--- src/rtl/render_pkg.sv ---
// render_pkg: shared scheduler state type, colour struct and grid sizing helpers
package render_pkg;
  typedef enum logic [1:0] {ISSUE, WAIT, DONE} sched_state_t;
  localparam int RGB_BITS = 8;
  typedef struct packed {
    logic [RGB_BITS-1:0] r;
    logic [RGB_BITS-1:0] g;
    logic [RGB_BITS-1:0] b;
  } rgb_t;
  function automatic int coord_w(int n);
    return n > 1 ? $clog2(n) : 1;
  endfunction
  function automatic int grid_aw(int w, int h, int s);
    return coord_w((w / s) * (h / s));
  endfunction
endpackage

--- src/rtl/frame_scheduler_if.sv ---
// frame_scheduler_if: ray handshake, frame-buffer and display signals of the scheduler
interface frame_scheduler_if import render_pkg::*; #(
  parameter int WIDTH      = 1280,
  parameter int HEIGHT     = 720,
  parameter int SCALE      = 2,
  parameter int COLOR_BITS = 8
);
  localparam int RW = WIDTH / SCALE;
  localparam int RH = HEIGHT / SCALE;
  localparam int XW = coord_w(RW);
  localparam int YW = coord_w(RH);
  localparam int AW = grid_aw(WIDTH, HEIGHT, SCALE);
  localparam int DW = 3 * COLOR_BITS;
  logic [10:0]           hcount_in;
  logic [9:0]            vcount_in;
  logic                  new_frame_in;
  logic [XW-1:0]         ray_x_out;
  logic [YW-1:0]         ray_y_out;
  logic                  ray_valid_out;
  logic                  ray_ready_in;
  logic                  pix_valid_in;
  logic [DW-1:0]         pix_data_in;
  logic [AW:0]           wr_addr_out;
  logic [DW-1:0]         wr_data_out;
  logic                  wr_en_out;
  logic [AW:0]           rd_addr_out;
  logic [DW-1:0]         rd_data_in;
  logic [COLOR_BITS-1:0] red_out;
  logic [COLOR_BITS-1:0] green_out;
  logic [COLOR_BITS-1:0] blue_out;
  logic [15:0]           frame_count_out;
  logic                  busy_out;
  modport sched (
    input  hcount_in, vcount_in, new_frame_in, ray_ready_in, pix_valid_in, pix_data_in, rd_data_in,
    output ray_x_out, ray_y_out, ray_valid_out, wr_addr_out, wr_data_out, wr_en_out, rd_addr_out,
    output red_out, green_out, blue_out, frame_count_out, busy_out
  );
  modport env (
    output hcount_in, vcount_in, new_frame_in, ray_ready_in, pix_valid_in, pix_data_in, rd_data_in,
    input  ray_x_out, ray_y_out, ray_valid_out, wr_addr_out, wr_data_out, wr_en_out, rd_addr_out,
    input  red_out, green_out, blue_out, frame_count_out, busy_out
  );
endinterface

--- src/rtl/frame_scheduler_fb_read_pipe.sv ---
// fb_read_pipe: up-scaled display read addressing with in-frame delay line and black-out mux
module fb_read_pipe import render_pkg::*; #(
  parameter int WIDTH      = 1280,
  parameter int HEIGHT     = 720,
  parameter int SCALE      = 2,
  parameter int COLOR_BITS = 8,
  parameter int RD_LATENCY = 2
)(
  input  logic                      clk_pixel_in,
  input  logic                      rst_in,
  input  logic [10:0]               hcount_i,
  input  logic [9:0]                vcount_i,
  input  logic                      disp_bank_i,
  input  logic                      shown_i,
  input  logic [3*COLOR_BITS-1:0]   rd_data_i,
  output logic [grid_aw(WIDTH, HEIGHT, SCALE):0] rd_addr_o,
  output logic [3*COLOR_BITS-1:0]   rgb_o
);
  localparam int RW = WIDTH / SCALE;
  localparam int LS = $clog2(SCALE);
  localparam int AW = grid_aw(WIDTH, HEIGHT, SCALE);
  localparam int DW = 3 * COLOR_BITS;
  logic          in_frame;
  logic [AW:0]   addr_d, addr_q;
  logic [RD_LATENCY:0] inf_q;
  logic [DW-1:0] rgb_d, rgb_q;
  assign in_frame = 32'(hcount_i) < WIDTH && 32'(vcount_i) < HEIGHT;
  assign addr_d = in_frame ? {disp_bank_i, AW'(hcount_i >> LS) + AW'(vcount_i >> LS) * AW'(RW)} : '0;
  // inf_q[RD_LATENCY] lines up with rd_data_i for the same pixel
  assign rgb_d = (inf_q[RD_LATENCY] && shown_i) ? rd_data_i : '0;
  always_ff @(posedge clk_pixel_in or negedge rst_in) begin
    if (!rst_in) begin
      addr_q <= '0;
      inf_q  <= '0;
      rgb_q  <= '0;
    end else begin
      addr_q <= addr_d;
      inf_q  <= {inf_q[RD_LATENCY-1:0], in_frame};
      rgb_q  <= rgb_d;
    end
  end
  assign rd_addr_o = addr_q;
  assign rgb_o = rgb_q;
endmodule

--- src/rtl/frame_scheduler.sv ---
// frame_scheduler: walks the render grid over a ray handshake, writes the back bank,
// swaps banks only at a frame boundary and drives the display read path
module frame_scheduler import render_pkg::*; #(
  parameter int WIDTH      = 1280,
  parameter int HEIGHT     = 720,
  parameter int SCALE      = 2,
  parameter int COLOR_BITS = 8,
  parameter int RD_LATENCY = 2
)(
  input  logic              clk_pixel_in,
  input  logic              rst_in,
  frame_scheduler_if.sched  bus
);
  localparam int RW = WIDTH / SCALE;
  localparam int RH = HEIGHT / SCALE;
  localparam int XW = coord_w(RW);
  localparam int YW = coord_w(RH);
  localparam int AW = grid_aw(WIDTH, HEIGHT, SCALE);
  localparam int DW = 3 * COLOR_BITS;
  sched_state_t  state_q, state_d;
  logic [XW-1:0] x_q, x_d;
  logic [YW-1:0] y_q, y_d;
  logic          bank_q, bank_d, shown_q, shown_d, valid_q, wr_en_q, wr_en_d;
  logic [15:0]   fc_q, fc_d;
  logic [AW:0]   wr_addr_q, wr_addr_d;
  logic [DW-1:0] wr_data_q, wr_data_d, rgb;
  logic          x_end, last;
  assign x_end = x_q == XW'(RW - 1);
  assign last  = x_end && y_q == YW'(RH - 1);
  always_comb begin
    state_d   = state_q;
    x_d       = x_q;
    y_d       = y_q;
    bank_d    = bank_q;
    shown_d   = shown_q;
    fc_d      = fc_q;
    wr_en_d   = 1'b0;
    wr_addr_d = wr_addr_q;
    wr_data_d = wr_data_q;
    case (state_q)
      ISSUE: state_d = (valid_q && bus.ray_ready_in) ? WAIT : ISSUE;
      WAIT: if (bus.pix_valid_in) begin
        wr_en_d   = 1'b1;
        wr_addr_d = {bank_q, AW'(x_q) + AW'(y_q) * AW'(RW)};
        wr_data_d = bus.pix_data_in;
        x_d       = x_end ? '0 : x_q + 1'b1;
        y_d       = last ? '0 : x_end ? y_q + 1'b1 : y_q;
        state_d   = last ? DONE : ISSUE;
      end
      DONE: if (bus.new_frame_in) begin
        state_d = ISSUE;
        bank_d  = ~bank_q;
        shown_d = 1'b1;
        fc_d    = fc_q + 1'b1;
        x_d     = '0;
        y_d     = '0;
      end
      default: state_d = ISSUE;
    endcase
  end
  // valid is registered so it stays low through the reset cycle even though the state is ISSUE
  always_ff @(posedge clk_pixel_in or negedge rst_in) begin
    if (!rst_in) begin
      state_q   <= ISSUE;
      x_q       <= '0;
      y_q       <= '0;
      bank_q    <= 1'b0;
      shown_q   <= 1'b0;
      fc_q      <= '0;
      valid_q   <= 1'b0;
      wr_en_q   <= 1'b0;
      wr_addr_q <= '0;
      wr_data_q <= '0;
    end else begin
      state_q   <= state_d;
      x_q       <= x_d;
      y_q       <= y_d;
      bank_q    <= bank_d;
      shown_q   <= shown_d;
      fc_q      <= fc_d;
      valid_q   <= state_d == ISSUE;
      wr_en_q   <= wr_en_d;
      wr_addr_q <= wr_addr_d;
      wr_data_q <= wr_data_d;
    end
  end
  fb_read_pipe #(
    .WIDTH(WIDTH), .HEIGHT(HEIGHT), .SCALE(SCALE), .COLOR_BITS(COLOR_BITS), .RD_LATENCY(RD_LATENCY)
  ) u_read (
    .clk_pixel_in(clk_pixel_in),
    .rst_in      (rst_in),
    .hcount_i    (bus.hcount_in),
    .vcount_i    (bus.vcount_in),
    .disp_bank_i (~bank_q),
    .shown_i     (shown_q),
    .rd_data_i   (bus.rd_data_in),
    .rd_addr_o   (bus.rd_addr_out),
    .rgb_o       (rgb)
  );
  assign bus.ray_x_out       = x_q;
  assign bus.ray_y_out       = y_q;
  assign bus.ray_valid_out   = valid_q;
  assign bus.wr_en_out       = wr_en_q;
  assign bus.wr_addr_out     = wr_addr_q;
  assign bus.wr_data_out     = wr_data_q;
  assign bus.frame_count_out = fc_q;
  assign bus.busy_out        = state_q != DONE;
  assign {bus.red_out, bus.green_out, bus.blue_out} = rgb;
endmodule

--- src/flat_wrapper.sv ---
// flat-port wrapper written by rule: the top's interface ports become plain ports
module frame_scheduler_flat import render_pkg::*;
#(
  parameter int WIDTH      = 1280,
  parameter int HEIGHT     = 720,
  parameter int SCALE      = 2,
  parameter int COLOR_BITS = 8,
  parameter int RD_LATENCY = 2
)
  (clk_pixel_in, rst_in, bus_hcount_in, bus_vcount_in, bus_new_frame_in, bus_ray_ready_in, bus_pix_valid_in, bus_pix_data_in, bus_rd_data_in, bus_ray_x_out, bus_ray_y_out, bus_ray_valid_out, bus_wr_addr_out, bus_wr_data_out, bus_wr_en_out, bus_rd_addr_out, bus_red_out, bus_green_out, bus_blue_out, bus_frame_count_out, bus_busy_out);
  frame_scheduler_if #(.WIDTH(WIDTH), .HEIGHT(HEIGHT), .SCALE(SCALE), .COLOR_BITS(COLOR_BITS)) bus_i ();
  input  logic clk_pixel_in;
  input  logic rst_in;
  input wire logic [$bits(bus_i.hcount_in)-1:0] bus_hcount_in;
  input wire logic [$bits(bus_i.vcount_in)-1:0] bus_vcount_in;
  input wire logic [$bits(bus_i.new_frame_in)-1:0] bus_new_frame_in;
  input wire logic [$bits(bus_i.ray_ready_in)-1:0] bus_ray_ready_in;
  input wire logic [$bits(bus_i.pix_valid_in)-1:0] bus_pix_valid_in;
  input wire logic [$bits(bus_i.pix_data_in)-1:0] bus_pix_data_in;
  input wire logic [$bits(bus_i.rd_data_in)-1:0] bus_rd_data_in;
  output wire logic [$bits(bus_i.ray_x_out)-1:0] bus_ray_x_out;
  output wire logic [$bits(bus_i.ray_y_out)-1:0] bus_ray_y_out;
  output wire logic [$bits(bus_i.ray_valid_out)-1:0] bus_ray_valid_out;
  output wire logic [$bits(bus_i.wr_addr_out)-1:0] bus_wr_addr_out;
  output wire logic [$bits(bus_i.wr_data_out)-1:0] bus_wr_data_out;
  output wire logic [$bits(bus_i.wr_en_out)-1:0] bus_wr_en_out;
  output wire logic [$bits(bus_i.rd_addr_out)-1:0] bus_rd_addr_out;
  output wire logic [$bits(bus_i.red_out)-1:0] bus_red_out;
  output wire logic [$bits(bus_i.green_out)-1:0] bus_green_out;
  output wire logic [$bits(bus_i.blue_out)-1:0] bus_blue_out;
  output wire logic [$bits(bus_i.frame_count_out)-1:0] bus_frame_count_out;
  output wire logic [$bits(bus_i.busy_out)-1:0] bus_busy_out;
  assign bus_i.hcount_in = bus_hcount_in;
  assign bus_i.vcount_in = bus_vcount_in;
  assign bus_i.new_frame_in = bus_new_frame_in;
  assign bus_i.ray_ready_in = bus_ray_ready_in;
  assign bus_i.pix_valid_in = bus_pix_valid_in;
  assign bus_i.pix_data_in = bus_pix_data_in;
  assign bus_i.rd_data_in = bus_rd_data_in;
  assign bus_ray_x_out = bus_i.ray_x_out;
  assign bus_ray_y_out = bus_i.ray_y_out;
  assign bus_ray_valid_out = bus_i.ray_valid_out;
  assign bus_wr_addr_out = bus_i.wr_addr_out;
  assign bus_wr_data_out = bus_i.wr_data_out;
  assign bus_wr_en_out = bus_i.wr_en_out;
  assign bus_rd_addr_out = bus_i.rd_addr_out;
  assign bus_red_out = bus_i.red_out;
  assign bus_green_out = bus_i.green_out;
  assign bus_blue_out = bus_i.blue_out;
  assign bus_frame_count_out = bus_i.frame_count_out;
  assign bus_busy_out = bus_i.busy_out;
  frame_scheduler #(.WIDTH(WIDTH), .HEIGHT(HEIGHT), .SCALE(SCALE), .COLOR_BITS(COLOR_BITS), .RD_LATENCY(RD_LATENCY)) u_core (.clk_pixel_in(clk_pixel_in), .rst_in(rst_in), .bus(bus_i));
endmodule
--- config.mk ---
export PLATFORM = sky130hd
export DESIGN_NAME = frame_scheduler_flat
export DESIGN_NICKNAME = d
export VERILOG_FILES = /design/src/rtl/render_pkg.sv /design/src/rtl/frame_scheduler_if.sv /design/src/rtl/frame_scheduler_fb_read_pipe.sv /design/src/rtl/frame_scheduler.sv /design/src/flat_wrapper.sv
export SDC_FILE = /design/constraint.sdc
export NUM_CORES = 1
export LEC_CHECK = 0
export CAP_MARGIN = 25
export CORE_MARGIN = 10
export CORE_UTILIZATION = 30
export DETAILED_ROUTE_END_ITERATION = 7
export GPL_ROUTABILITY_DRIVEN = 0
export SLEW_MARGIN = 15
export SYNTH_ARGS = -nofsm -noshare
export SYNTH_HDL_FRONTEND = slang
export SYNTH_HIERARCHICAL = 1
export SYNTH_SLANG_ARGS = --single-unit
--- constraint.sdc ---
create_clock -name clk_pixel_in -period 9.1 [get_ports clk_pixel_in]
set_clock_uncertainty 0.15 [all_clocks]
set_input_delay 0.91 -clock clk_pixel_in [delete_from_list [all_inputs] [get_ports clk_pixel_in]]
set_output_delay 0.91 -clock clk_pixel_in [all_outputs]
set_load 0.02 [all_outputs]
# == After elaboration in Yosys (flattened, before gate mapping) ==
# Index checks and enable logic that the tools add are counted.
# word_totals
word_cells,60
register_bits,130
output_inout_bits,124
# op_classes
n_reduce_logical,11
mul,2
n_addsub,5
bitwise_logic,1
n_lt_le_gt_ge,2
muxes,18
n_eq_ne,8
# op_table
operator,count
$add 10x18->18,2
$mux 9,4
$mux 10,3
$mux 24,1
$mul 9x3->11 const B,2
$pmux 10 s2,1
$mux 19,1
$pmux 9 s2,1
$add 16x1->16 const B,1
$lt 11x11->1 const B,1
$add 10x1->10 const B,1
$eq 10x10->1 const B,1
$lt 10x10->1 const B,1
$add 9x1->9 const B,1
$eq 9x9->1 const B,1
$mux 2,3
$ne 2x2->1 const B,3
$pmux 2 s3,1
$logic_and 1x1->1,4
$logic_not 2->1,2
$reduce_and 2->1,2
$reduce_and 4->1,1
$mux 1,3
$ne 3x1->1 const B,1
5 further kinds,5

# == Logic depth before layout (Yosys ltp) ==
# Gate-level depths: netlist of run 1.
# depth
ltp_word,6
mapped_depth,10

# == Cells and area by module ==
# The synthesis of run 1 kept the hierarchy.
# modules_own_cells
mod,area_per_inst_um2,n_inst,cells_per_inst
frame_scheduler,4092.7,1,423
fb_read_pipe,2165.8,1,190

# == Worst setup path after synthesis of run 1 ==
# No wires, ideal clock.
# synth_path
kind,input -> register
start,input bus_vcount_in[2]
end,"register u_core.u_read.addr_q[16], in the netlist u_core/u_read/rd_addr_o[16]"
cell_stages,8
setup_slack_ns,5.837
t_arrival_ns,2.973
setup_time_ns,0.140
t_required_ns,8.810
cell_sequence,ha_1 > ha_1 > fa_1 > xor2_1 > nand2_1 > or4b_4 > o311ai_2 > o41ai_2
# synth_between
elab_chain_len,3
# synth_rtl
element,line,text
from (decl),flat_wrapper.sv:15,input wire logic [$bits(bus_i.vcount_in)-1:0] bus_vcount_in;
$mul 9x3->11 or $lt 10x10->1 (tied branches),"frame_scheduler_fb_read_pipe.sv:28, frame_scheduler_fb_read_pipe.sv:27",
$add 10x18->18 or $logic_and 1x1->1 (tied branches),"frame_scheduler_fb_read_pipe.sv:28, frame_scheduler_fb_read_pipe.sv:27",
$mux 19 *,frame_scheduler_fb_read_pipe.sv:28,"assign addr_d = in_frame ? {disp_bank_i, AW'(hcount_i >> LS) + AW'(vcount_i >> LS) * AW'(RW)} : '0;"
via u_core.u_read.addr_d[16],frame_scheduler_fb_read_pipe.sv:24,"logic [AW:0] addr_d, addr_q;"
to (signal assigned),frame_scheduler_fb_read_pipe.sv:37,addr_q <= addr_d;
to (decl),frame_scheduler_fb_read_pipe.sv:24,
# The timed path passes the listed nets; every way through them passes the cells marked *.
# A chain may end at the register's enable or synchronous reset.

# == Worst setup path after layout of run 1 ==
# Same ends and word-level chain as after synthesis.

==> impl_results.md, run 1 <==
- Status: finished, final reports clean
- Max Cap Viol: 0
- Final Setup Violations: 0
- Met1 Routed Length: 7.554 mm
- Setup Buffers After CTS: 0
- Crit path time final: 3.497 ns
- Gr usage total: 0.1255
- Worst-Skew Late Latency: 0.40 ns
- First-pass GRT wire length: 26.94 mm
- # placed instances: 1,062
- Sequential Power Share: 0.363
- WL met2: 7.917 mm
- CP required: 9.22 ns
- Worst-path cell chain: clkdlybuf4s50_1 > ha_1 > ha_1 > fa_1 > xor2_1 > nand2_1 > or4b_4 > o311ai_2 > o41ai_2
- CTS-repair resized insts: 0
- Most common flop cell mapped by yosys: dfrtp_1
- Clock group share of total power: 0.393
- Yosys reg bits: 130
- Worst path depth: 9
- Initial core utilization: 0.3073
- Max incr delay on CP: 0.58 ns
- Largest net degree at the start of global routing: 75
- Root buffer cell: clkbuf_16
- Netlist Area Pre-Place: 0.006259 mm^2
- Hold_buf cts: 0
- Vias in the first global route: 5,050
- Place WS: 5.174 ns
- Grt ovf: 0
- Nets: 927
- CTS tree: built
- DR vias: 4,955
- Most common cell on crit path: ha_1
- Number of synthesized flops with an enable pin: 0
- Async SR Flop Fraction: 1.000
- Kind of end point of the critical path: register
- Fin util: 0.4522
- Synthesized Nets: 728
- DRT Wirelength: 17.11 mm
- Kind of cell adding the most delay to the critical path: adder cells
- CTS H-Tree Depth: 4
- HP Class: reg2reg
- Syn Area/Cell: 10.21 um^2
- Total Power: 1.955 mW
- Sink Count: 130
- Total CTS buffers: 17
- Comb pwr share: 0.244
- Crit-path slowest cell: or4b_4
- Sequential area share after synthesis: 0.5198
- CP Launch Type: input port
- Max FO, Critical Path: 4
- Slew @ Worst Pin: 0.9351 ns
- Internal: 1.391 mW
- Chip height: 164.4 um
- Row count: 52
- Port bufs: 195
- VDD IR max: 117.1 uV
- DP HPWL: 12.78 mm
- Cell count of the worst reg-to-reg path: 10
- Initial antenna violation count: 0
- Power Density: 212.3 mW/mm^2
- Slew Limit Fails: 0
- Share of layout cells above drive strength 1: 0.07039
- Met3 wire length: 1.449 mm
- Setup TNS: 0 ns
- I/O pin count: 198
- Antenna cells: 0
- Max Used Layer: met4
- Switch share: 0.2885
- Detail Route Antenna Nets: 0
- CORE AREA: 0.02036 mm^2
- Wire per inst: 15.64 um
- Max-slew headroom: 0.3700
- WP buf/inv: 1
- Iteration-0 DRC Markers: 239
- Pre-antenna DRT Iters: 5
- Max Root-Sink Buffers: 2
- Worst setup margin: 5.603 ns
- Reg clk slew, reported paths: 0.06 ns
- Fin crit share: 0.3843
- DRC Markers: 0
- Die ar.: 0.02704 mm^2
- Synth-to-Final Area Change: 47.14%
- Crit Path Class: in2reg
- Die Wd: 164.4 um
- Drt via density: 4.529
- Arr. time, crit path: 3.62 ns
- Synth cell types: 58
- Leakage: 4.272 nW
- Mapped Cells: 613
- WHS Path Cells: 0
- Final hold viol count: 0
- Maximum clock frequency: 0.2859 GHz
- RSZ-0062 raised after global routing: false
- P_sw: 0.5640 mW
- YS warnings: 6
- Final std cells w/o fill: 1,094
==> cell usage in the layout, fill, tap and decap left out, types with 3 or more instances in the layout <==
master,instances
and3_1,43
nor2_1,25
xor2_1,13
bufinv_16,5
nand2_1,135
clkbuf_16,17
o21ai_0,28
fa_1,4
nand3_1,21
nor3b_1,3
nand4_1,8
o21ai_2,5
dfrtp_1,130
a21oi_1,13
xnor2_1,24
o21a_1,5
o31ai_2,3
clkdlybuf4s50_1,194
o2111ai_1,3
a21o_1,4
mux2i_1,3
nor3_1,7
ha_1,37
nand2b_1,7
clkbuf_8,3
inv_1,14
nor2b_1,8
o22ai_1,4
or3_1,4
o21ai_1,5
inv_6,3
a211o_1,3
buf_4,3
==> through the flow <==
stage | cell area [um^2] | hold slack (ns)
floorplan | 6259 | 0.1812
global placement | 8488 | 0.1876
detailed placement | 8516 | 0.1885
CTS | 9181 | 0.2010
global route | 9209 | 0.2116
finish | 9209 | 0.1983
==> area by class of cell <==
type                       count  area (um^2)
clock inverter                11        198.9
tap                          270        337.8
multi-input combinational    448         2865
inverter                      15        56.30
sequential                   130         3253
fill                        1927        11160
timing repair buffer         200         2031
clock buffer                  20        466.7
==> routing by layer <==
layer  global-route usage  up-vias
met5                    0        -
met1               0.1521     2290
met3              0.05128       11
met2               0.2007      131
met4              0.03744        0
li1                     -     2523
==> synth_stat cells (all sizes together), types with 13 or more instances <==
| master | count | area share |
|---|---|---|
| a21oi | 13 | 0.010 |
| nand2 | 135 | 0.081 |
| ha | 37 | 0.074 |
| and3 | 43 | 0.043 |
| inv | 15 | 0.0090 |
| nand3 | 21 | 0.017 |
| o21ai | 39 | 0.036 |
| dfrtp | 130 | 0.52 |
| clkbuf | 14 | 0.0084 |
| xnor2 | 24 | 0.034 |
| nor2 | 25 | 0.015 |
| xor2 | 13 | 0.018 |
==> power by group through the flow <==
stage	sequential [mW]	combinational [mW]	clock (mW)
after floorplan	0.809	0.138	0
after global placement	0.717	0.478	0
after detailed placement	0.721	0.483	0
after CTS	0.711	0.485	0.791
after global routing	0.721	0.522	0.817
final	0.709	0.477	0.768
==> final timing paths <==
path                                                startpoint                                endpoint  slack [ns]
setup / recovery                              bus_vcount_in[2]   u_core/u_read/rd_addr_o[16]$_DFF_PN0_        5.60
hold / removal                u_core/u_read/inf_q[0]$_DFF_PN0_        u_core/u_read/inf_q[1]$_DFF_PN0_        0.20
setup reg to reg           u_core/bus.ray_y_out[1]$_DFFE_PN0P_  u_core/bus.wr_addr_out[17]$_DFFE_PN0P_        5.83
hold reg to reg               u_core/u_read/inf_q[0]$_DFF_PN0_        u_core/u_read/inf_q[1]$_DFF_PN0_        0.20
max in group asynchronous                               rst_in   u_core/bus.wr_data_out[2]$_DFFE_PN0P_        7.48
min in group asynchronous                               rst_in  u_core/bus.wr_addr_out[18]$_DFFE_PN0P_        0.30
==> registers in the layout (all words and copies together), names as in the netlist, 2 cells and up <==
signal                      cells
u_core/u_read/rd_addr_o        19
u_core/state_q                  2
u_core/bus.ray_y_out            9
u_core/bus.wr_data_out         24
u_core/bus.wr_addr_out         19
u_core/bus.frame_count_out     16
u_core/bus.ray_x_out           10
u_core/u_read/rgb_o            24
u_core/u_read/inf_q             3
==> logic make-up after synthesis <==
logic type	Yosys count	share of synthesized area
and+or+nand+nor	278	0.2149
DFF	130	0.5198
AOI/OAI and AO/OA	87	0.09597
adders and majority gates	41	0.08677
xor gates and xnor gates	37	0.05178
buffers and inverters	35	0.02239
muxes	5	0.008397
Note: power is estimated with default switching activity, not from simulation.
==> inputs of run 2 (changes only) <==
Clock period 9.1 ns to 3.1 ns, I/O delays scaled along.
==> run 2 against run 1 <==
Compared with the run above: sequential power grew to 2.9 times the previous value; first-iteration DRC count increased by 14%; critical path depth up 1; worst setup slack lost 5.4 ns; via count increased by 3.9%; routed wire length grew 2.5%; global-route usage rose by 0.23 points; power rose to 2.9 times the previous value; register-to-register slack lost 5.7 ns; sequential share of layout area is 0.77 points lower; critical endpoint is now u_core/bus.wr_addr_out[17]$_DFFE_PN0P_.
==> impl_results.md, run 2 (synthesis gave the netlist of run 1 again) <==
- Slew @ Worst Pin: 0.7541 ns (was 0.9351 ns)
- Fin util: 0.4623 (was 0.4522)
- I/O pin count: 198 (unchanged)
- Port bufs: 195 (unchanged)
- Share of layout cells above drive strength 1: 0.1106 (was 0.07039)
- Wire per inst: 15.54 um (was 15.64 um)
- Leakage: 4.405 nW (was 4.272 nW)
- Dpl cell area: 0.008771 mm^2 (was 0.008516 mm^2)
- Nets: 962 (was 927)
- CP required: 3.27 ns (was 9.22 ns)
- Arr. time, crit path: 3.11 ns (was 3.62 ns)
- Switch share: 0.2996 (was 0.2885)
- Total Power: 5.608 mW (was 1.955 mW)
- Max FO, Critical Path: 7 (was 4)
- CP Launch Type: register (was input port)
- VDD IR max: 353.2 uV (was 117.1 uV)
- Initial core utilization: 0.3073 (unchanged)
- Die ar.: 0.02704 mm^2 (unchanged)
- Initial antenna violation count: 0 (unchanged)
- CORE AREA: 0.02036 mm^2 (unchanged)
- Comb pwr share: 0.259 (was 0.244)
- HP Class: reg2reg (unchanged)
- P_sw: 1.680 mW (was 0.5640 mW)
- Reg clk slew, reported paths: 0.06 ns (about the same)
- Max Root-Sink Buffers: 2 (unchanged)
- Slew Limit Fails: 0 (unchanged)
- Crit Path Class: reg2reg (was in2reg)
- Row count: 52 (unchanged)
- Sequential Power Share: 0.371 (was 0.363)
- CTS H-Tree Depth: 4 (unchanged)
- Final hold viol count: 0 (unchanged)
- DP HPWL: 13.06 mm (was 12.78 mm)
- WP buf/inv: 1 (unchanged)
- Synth-to-Final Area Change: 50.42% (was 47.14%)
- Antenna cells: 0 (unchanged)
- Vias in the first global route: 5,155 (was 5,050)
- Largest net degree at the start of global routing: 75 (unchanged)
- Chip height: 164.4 um (unchanged)
- Max Cap Viol: 0 (unchanged)
- Kind of end point of the critical path: register (unchanged)
- Worst-path cell chain: buf_4 > ha_1 > ha_1 > o21a_1 > a211o_1 > a221oi_2 > nand4_1 > xnor2_1 > o21a_1 > o31ai_1 (was clkdlybuf4s50_1 > ha_1 > ha_1 > fa_1 > xor2_1 > nand2_1 > or4b_4 > o311ai_2 > o41ai_2)
- First-pass GRT wire length: 27.54 mm (was 26.94 mm)
- Iteration-0 DRC Markers: 273 (was 239)
- Pre-antenna DRT Iters: 6 (was 5)
- Die Wd: 164.4 um (unchanged)
- Setup TNS: 0 ns (unchanged)
- Kind of cell adding the most delay to the critical path: compound AO/OA/AOI/OAI gates (was adder cells)
- Gr usage total: 0.1277 (was 0.1255)
- Final instance area: 0.009414 mm^2 (was 0.009209 mm^2)
- Crit-path slowest cell: dfrtp_1 (was or4b_4)
- Max-slew headroom: 0.4973 (was 0.3700)
- Setup Buffers After CTS: 0 (unchanged)
- RSZ-0062 raised after global routing: false (unchanged)
- DRT Wirelength: 17.54 mm (was 17.11 mm)
- Most common cell after layout, fill and taps aside: clkdlybuf4s50_1 (unchanged)
- DR vias: 5,146 (was 4,955)
- Status: finished, final reports clean (unchanged)
- Maximum clock frequency: 0.3401 GHz
- DRC Markers: 0 (unchanged)
- Power Density: 595.8 mW/mm^2 (was 212.3 mW/mm^2)
- Clock group share of total power: 0.370 (was 0.393)
- Total CTS buffers: 17 (unchanged)
- Crit path time final: 2.941 ns
- Internal: 3.928 mW (was 1.391 mW)
- Root buffer cell: clkbuf_16 (unchanged)
- Drt via density: 4.558 (was 4.529)
- Worst-Skew Late Latency: 0.42 ns (was 0.40 ns)
- Most frequent cells in the layout: clkdlybuf4s50_1, nand2_1, dfrtp_1 (unchanged)
- Final Setup Violations: 0 (unchanged)
- Grt ovf: 0 (unchanged)
- Sink Count: 130 (unchanged)
- CTS tree: built (unchanged)
- Detail Route Antenna Nets: 0 (unchanged)
- Max incr delay on CP: 0.39 ns (was 0.58 ns)
- FF-to-FF setup slack: 0.16 ns (was 5.83 ns)
- Fin crit share: 0.9486
- Number of fill cells: 1,925 (was 1,927)
-- run 2: changes by cell type in the layout (fill, tap and decap cells not counted), moves of 2 or more --
cell / delta
buf_16: -2
clkinvlp_4: +3
bufinv_16: -2
buf_4: +35
-- run 2: cell type report --
type / count / area, um^2 / area share
sequential: 130 / 3253 / 0.3456
multi-input combinational: 448 / 2889 / 0.3069
timing repair buffer: 235 / 2268 / 0.2410
clock buffer: 20 / 456.7 / 0.04851
tap: 270 / 337.8 / 0.03589
clock inverter: 11 / 152.6 / 0.01621
inverter: 15 / 56.30 / 0.005981
-- run 2: path summary, 6_finish.rpt --
| kind | start | end | cells after the start |
|---|---|---|---|
| min in group asynchronous | rst_in | u_core/bus.ray_y_out[5]$_DFFE_PN0P_ | 2 |
| max | u_core/bus.ray_y_out[3]$_DFFE_PN0P_ | u_core/bus.wr_addr_out[17]$_DFFE_PN0P_ | 10 |
| max in group asynchronous | rst_in | u_core/u_read/rd_addr_o[2]$_DFF_PN0_ | 3 |
| min | u_core/u_read/inf_q[1]$_DFF_PN0_ | u_core/u_read/inf_q[2]$_DFF_PN0_ | 0 |
| max reg2reg | u_core/bus.ray_y_out[3]$_DFFE_PN0P_ | u_core/bus.wr_addr_out[17]$_DFFE_PN0P_ | 10 |
| min reg2reg | u_core/u_read/inf_q[1]$_DFF_PN0_ | u_core/u_read/inf_q[2]$_DFF_PN0_ | 0 |
-- run 2: power by group through the flow --
stage	clock network (mW)	registers, mW	logic, mW
after CTS	2.14	2.08	1.47
after global placement	0	2.10	1.46
after detailed placement	0	2.11	1.47
after global routing	2.21	2.11	1.58
after floorplan	0	2.38	0.404
final	2.08	2.08	1.45
-- run 2: what timing repair did --
item                       CTS  global route
setup endpoints to repair    1             1
hold buffers                 1             0
resized for setup            1             3
cloned                       0             0
hold endpoints to repair    72             0
pin swaps                    0             2
-- run 2: per-stage QoR --
stage               setup WS, ns  instances  hold slack (ns)
floorplan                0.02245        613          -0.1356
global placement        -0.06824       1097           0.1858
detailed placement      -0.09640       1097           0.1847
CTS                      0.07227       1129           0.2024
global route            0.006868       1129           0.2037
finish                    0.1593       1129           0.1994
-- run 2: routing by layer --
metal / part of all wire / routed length [um] / vias to the layer above / GRT usage
met2: 0.47 / 8305 / 136 / 0.2066
met4: 0.0097 / 170 / 0 / 0.03623
met5: 0 / 0 / - / 0
li1: - / - / 2589 / -
met1: 0.43 / 7609 / 2412 / 0.1555
met3: 0.083 / 1456 / 9 / 0.04929
